`config.mk`:
```
export PLATFORM = sky130hd
export DESIGN_NAME = div_result_bcd_8bit
export DESIGN_NICKNAME = d
export VERILOG_FILES = /design/src/rtl/div_pkg.sv /design/src/rtl/bcd_dabble_step.sv /design/src/rtl/div_result_bcd_8bit.sv
export SDC_FILE = /design/constraint.sdc
export NUM_CORES = 1
export LEC_CHECK = 0
export ABC_AREA = 1
export BUFFER_PORTS_ARGS = -buffer_cell sky130_fd_sc_hd__buf_2
export CELL_PAD_IN_SITES_DETAIL_PLACEMENT = 1
export CELL_PAD_IN_SITES_GLOBAL_PLACEMENT = 1
export CORE_MARGIN = 5
export CORE_UTILIZATION = 47
export CTS_CLUSTER_DIAMETER = 50
export DETAILED_ROUTE_END_ITERATION = 10
export PLACE_DENSITY_LB_ADDON = 0.05
export SYNTH_ARGS = -nofsm -noshare
export SYNTH_HDL_FRONTEND = slang
export SYNTH_SLANG_ARGS = --single-unit
export TNS_END_PERCENT = 5
```
`constraint.sdc`:
```
create_clock -name clk -period 2.4 [get_ports clk]
set_input_delay 0.48 -clock clk [delete_from_list [all_inputs] [get_ports clk]]
set_output_delay 0.48 -clock clk [all_outputs]
set_load 0.005 [all_outputs]
```
`src/rtl/div_pkg.sv`:
```
// Shared constants and helpers for the signed 8-bit divider and its BCD readout stage.
package div_pkg;
  localparam int DIV_W = 8;
  localparam int BCD_W = 12;

  localparam logic [4:0] ST_LOAD_Q = 5'd0;
  localparam logic [4:0] ST_LOAD_R = 5'd9;
  localparam logic [4:0] ST_DONE   = 5'd18;
  localparam logic [4:0] ST_CLEAR  = 5'd19;

  // -128 maps to 0x80, which is the correct unsigned magnitude
  function automatic logic [DIV_W-1:0] mag8(input logic [DIV_W-1:0] x);
    return x[DIV_W-1] ? (~x + 1'b1) : x;
  endfunction
endpackage

```
`src/rtl/bcd_dabble_step.sv`:
```
// One double-dabble iteration: add 3 to each BCD nibble >= 5, then shift left by one.
module bcd_dabble_step (
  input  logic [19:0] d,
  output logic [19:0] q
);
  logic [19:0] adj;

  always_comb begin
    adj = d;
    for (int n = 0; n < 3; n++) begin
      if (d[8+4*n +: 4] >= 4'd5)
        adj[8+4*n +: 4] = d[8+4*n +: 4] + 4'd3;
    end
    q = {adj[18:0], 1'b0};
  end
endmodule

```
`src/rtl/div_result_bcd_8bit.sv`:
```
// Converts divider quotient/remainder to sign + 3-digit BCD, one bit per start-qualified clock.
module div_result_bcd_8bit
  import div_pkg::*;
(
  input  logic             clk,
  input  logic             rst_n,
  input  logic             start_sig,
  input  logic [DIV_W-1:0] quotient,
  input  logic [DIV_W-1:0] reminder,
  output logic             done_sig,
  output logic             q_sign,
  output logic [BCD_W-1:0] q_bcd,
  output logic             r_sign,
  output logic [BCD_W-1:0] r_bcd
);
  logic [4:0]       i;
  logic [19:0]      sr;
  logic [19:0]      sr_step;
  logic [DIV_W-1:0] r_op;
  logic             q_sgn_t;
  logic             r_sgn_t;
  logic [BCD_W-1:0] q_tmp;

  bcd_dabble_step u_step (
    .d (sr),
    .q (sr_step)
  );

  always_ff @(posedge clk or negedge rst_n) begin
    if (!rst_n) begin
      i        <= '0;
      sr       <= '0;
      r_op     <= '0;
      q_sgn_t  <= 1'b0;
      r_sgn_t  <= 1'b0;
      q_tmp    <= '0;
      done_sig <= 1'b0;
      q_sign   <= 1'b0;
      q_bcd    <= '0;
      r_sign   <= 1'b0;
      r_bcd    <= '0;
    end else if (start_sig) begin
      // start_sig low freezes everything; no abort path
      case (i)
        ST_LOAD_Q: begin
          r_op    <= reminder;
          q_sgn_t <= quotient[DIV_W-1];
          sr      <= {12'd0, mag8(quotient)};
          i       <= i + 5'd1;
        end
        ST_LOAD_R: begin
          q_tmp   <= sr[19:8];
          r_sgn_t <= r_op[DIV_W-1];
          sr      <= {12'd0, mag8(r_op)};
          i       <= i + 5'd1;
        end
        ST_DONE: begin
          q_bcd    <= q_tmp;
          q_sign   <= q_sgn_t;
          r_bcd    <= sr[19:8];
          r_sign   <= r_sgn_t;
          done_sig <= 1'b1;
          i        <= i + 5'd1;
        end
        ST_CLEAR: begin
          done_sig <= 1'b0;
          i        <= '0;
        end
        default: begin
          if (i < ST_DONE) begin
            sr <= sr_step;
            i  <= i + 5'd1;
          end else begin
            i <= '0;
          end
        end
      endcase
    end
  end
endmodule

```
==> out/qor.txt <==
Final WS setup - 0.559 ns
Run status - complete, no violations
Gr usage total - 18.2%
Syn Area/Cell - 8.97 um^2
Pre-CTS WS - 0.570 ns
Filler cell count - 937
Total vias in the final route - 2,894
Max Transition Viols Final - 0
Worst setup EP type - register
Worst Path Max Fanout - 39
Top-count cell post-synth - nand2_1
WL final - 8.45 mm
Reg power frac - 40.6%
Layout cells sized above 1 - 20.4%
Worst setup SP type - register
CTS Root Cell - clkbuf_8
Die area - 9820 um^2
Hold Path Class - primary input to asynchronous set/reset pin
Layout overhead on the synthesized area - 14.3%
Grt ovf - 0
Initial Util - 48.3%
First-pass GRT wire length - 14.7 mm
I/O pin cnt - 46
Leak pwr - 2.30 nW
Period utilisation layout - 76.7%
Peak VDD IR - 412 uV
CP required - 2.64 ns
Clock sink count - 74
Total negative setup slack - 0 ns
Ranking of synthesized cells by area - dfrtp_1 (50%), nand2_1 (8.9%), mux2_4 (5.6%), inv_1 (5.1%), nand3_1 (4.6%)
Cts repair resizes - 0
Synth top area share - 49.6%
RSZ-0062 raised after global routing - no
GP Congestion - 0.794
Least-Margin Pin Slew - 0.483 ns
Switching pwr - 2.01 mW
Unique masters post-synth - 32
Starting DRT DRC Count - 74
Syn nets - 447
Area leader, netlist - dfrtp_1
Clock-pin slew of the registers on the worst-case setup and hold paths - 0.08 ns
Highest Clock Rate - 543 MHz
TritonCTS clock tree - yes
H-tree level count - 3
Synth warn - 0
Residual DRC - 0
Logic pwr share - 36.2%
Cells after Synth - 416
Max-slew headroom - 67.8%
Most common flop cell mapped by yosys - dfrtp_1
Cell area power density - 1220 nW/um^2
Clock share of power - 23.2%
Port Buffers - 45
Post-synth top cells - nand2_1 (88), dfrtp_1 (74), inv_1 (51)
Site row count - 32
Post-DP HPWL - 6.19 mm
Die width - 99.1 um
Netlist Area Pre-Place - 3730 um^2
Via-to-Cell Ratio - 5.10
Placed insts - 552
Largest net degree at the start of global routing - 42
EDFF count, synth - 0
CP arrival - 2.08 ns
Mean routed wirelength per cell - 14.9 um
Drt pass-1 iters - 4
Seq/Total Area, Yosys - 49.6%
Chip height - 99.1 um
Crit Path Class - register to register
Nets@finish - 492
Int Pwr - 3.18 mW
Fin crit period - 1.84 ns
Total CTS buffers - 9
Final Total Pwr - 5.19 mW
# diodes - 0
Clock Latency Late Sink - 0.35 ns
Total of max-cap violations - 0
Core Footprint - 7730 um^2
Post-CTS Hold Buffers - 0
Setup Viol. Count Final - 0
Post-route insts no fill - 568
Clk_skew - 0.00914 ns
Hold Fails Final Rpt - 0
Post CTS Setup Buffer Count - 0
Vias in the first global route - 3,097
Sw frac - 38.6%
Synthesized flop and latch total - 74
Initial antenna violation count - 0
Ys async rst share - 100%
Routed Antenna Nets - 0
Clk buf depth - 2
-- cells by family after synthesis --
logic type	Yosys count	synth area share, %
adders and majority gates	12	4.02
DFF	74	49.6
buffers and inverters	68	8.22
muxes	14	5.63
AOI/OAI and AO/OA	73	10.6
and+or+nand+nor	170	20.8
xor gates and xnor gates	5	1.17
-- layout by cell type, fill, tap and decap left out, types with 2 or more instances in the layout --
cell type / Yosys / routed
nand2_1: 88 / 88
dfrtp_1: 74 / 74
inv_1: 51 / 51
buf_2: 6 / 44
nand3_1: 34 / 34
nor2_1: 32 / 32
o21ai_0: 31 / 31
o21ai_1: 17 / 17
mux2_4: 14 / 14
a21oi_1: 12 / 12
ha_1: 12 / 12
clkbuf_8: 0 / 9
o22ai_1: 7 / 7
xor2_1: 5 / 5
nand2_4: 4 / 4
inv_2: 3 / 3
o211ai_1: 3 / 3
bufinv_16: 0 / 3
nor2_4: 2 / 2
nand2_2: 2 / 2
nor3_1: 2 / 2
inv_6: 0 / 2
buf_4: 1 / 2
-- worst max-delay path: stages, from the launching register on --
cell and delay (ns):
dfrtp_1 0.40, inv_1 0.09, ha_1 0.21, nor3b_2 0.17, nand3_2 0.06, buf_4 0.41, mux2_4 0.35
-- layer usage --
layer | GRT usage (%) | wire length, um | part of all wire [%] | vias up
met4 | 6.62 | 143 | 1.7 | 0
met5 | 0 | 0 | 0 | -
li1 | - | - | - | 1435
met1 | 23.2 | 3800 | 45 | 1403
met3 | 2.88 | 258 | 3.1 | 11
met2 | 31.4 | 4240 | 50 | 45
-- path summary, 6_finish.rpt --
kind                       slack (ns)                 start              endpoint  cells past startpoint
max                              0.56      i[0]$_DFFE_PN0P_    r_sign$_DFFE_PN0P_                      6
min                              0.08                 rst_n    sr[10]$_DFFE_PN0P_                      1
max reg2reg                      0.56      i[0]$_DFFE_PN0P_    r_sign$_DFFE_PN0P_                      6
min reg2reg                      0.49  r_bcd[3]$_DFFE_PN0P_  r_bcd[3]$_DFFE_PN0P_                      2
max in group asynchronous        1.76                 rst_n   r_op[7]$_DFFE_PN0P_                      2
min in group clk                 0.37           reminder[1]   r_op[1]$_DFFE_PN0P_                      3
-- per-stage QoR --
step / util, % / cell area [um^2] / hold slack [ns]
floorplan: - / 3730 / 0.184
detailed placement: 52.0 / 4020 / 0.466
global route: 55.2 / 4260 / 0.109
CTS: 55.2 / 4260 / 0.0812
finish: 55.2 / 4260 / 0.0769
global placement: 52.0 / 4020 / 0.464
-- sequential cells by signal, indices dropped and copies added (netlist names) --
signal / flops
q_tmp: 12
r_sgn_t: 1
sr: 20
q_sign: 1
r_sign: 1
r_op: 8
r_bcd: 12
q_bcd: 12
i: 5
done_sig: 1
q_sgn_t: 1
-- power by group through the flow --
stage / clock (mW) / combinational [mW] / sequential [mW]
after global placement: 0 / 1.79 / 2.10
after global routing: 1.28 / 2.16 / 2.18
after floorplan: 0 / 1.41 / 2.02
after detailed placement: 0 / 1.89 / 2.13
after CTS: 1.23 / 1.92 / 2.11
final: 1.20 / 1.88 / 2.11
-- layout make-up --
class / count / area (um^2) / share of cell area, %
Sequential cell: 74 / 1850 / 43.4
Tap cell: 102 / 128 / 2.99
Clock buffer: 9 / 124 / 2.90
Clock inverter: 7 / 124 / 2.90
Inverter: 55 / 209 / 4.90
Multi-Input combinational cell: 274 / 1570 / 36.9
Timing Repair Buffer: 47 / 255 / 5.99
No activity file was read; power rests on OpenSTA's default activity.
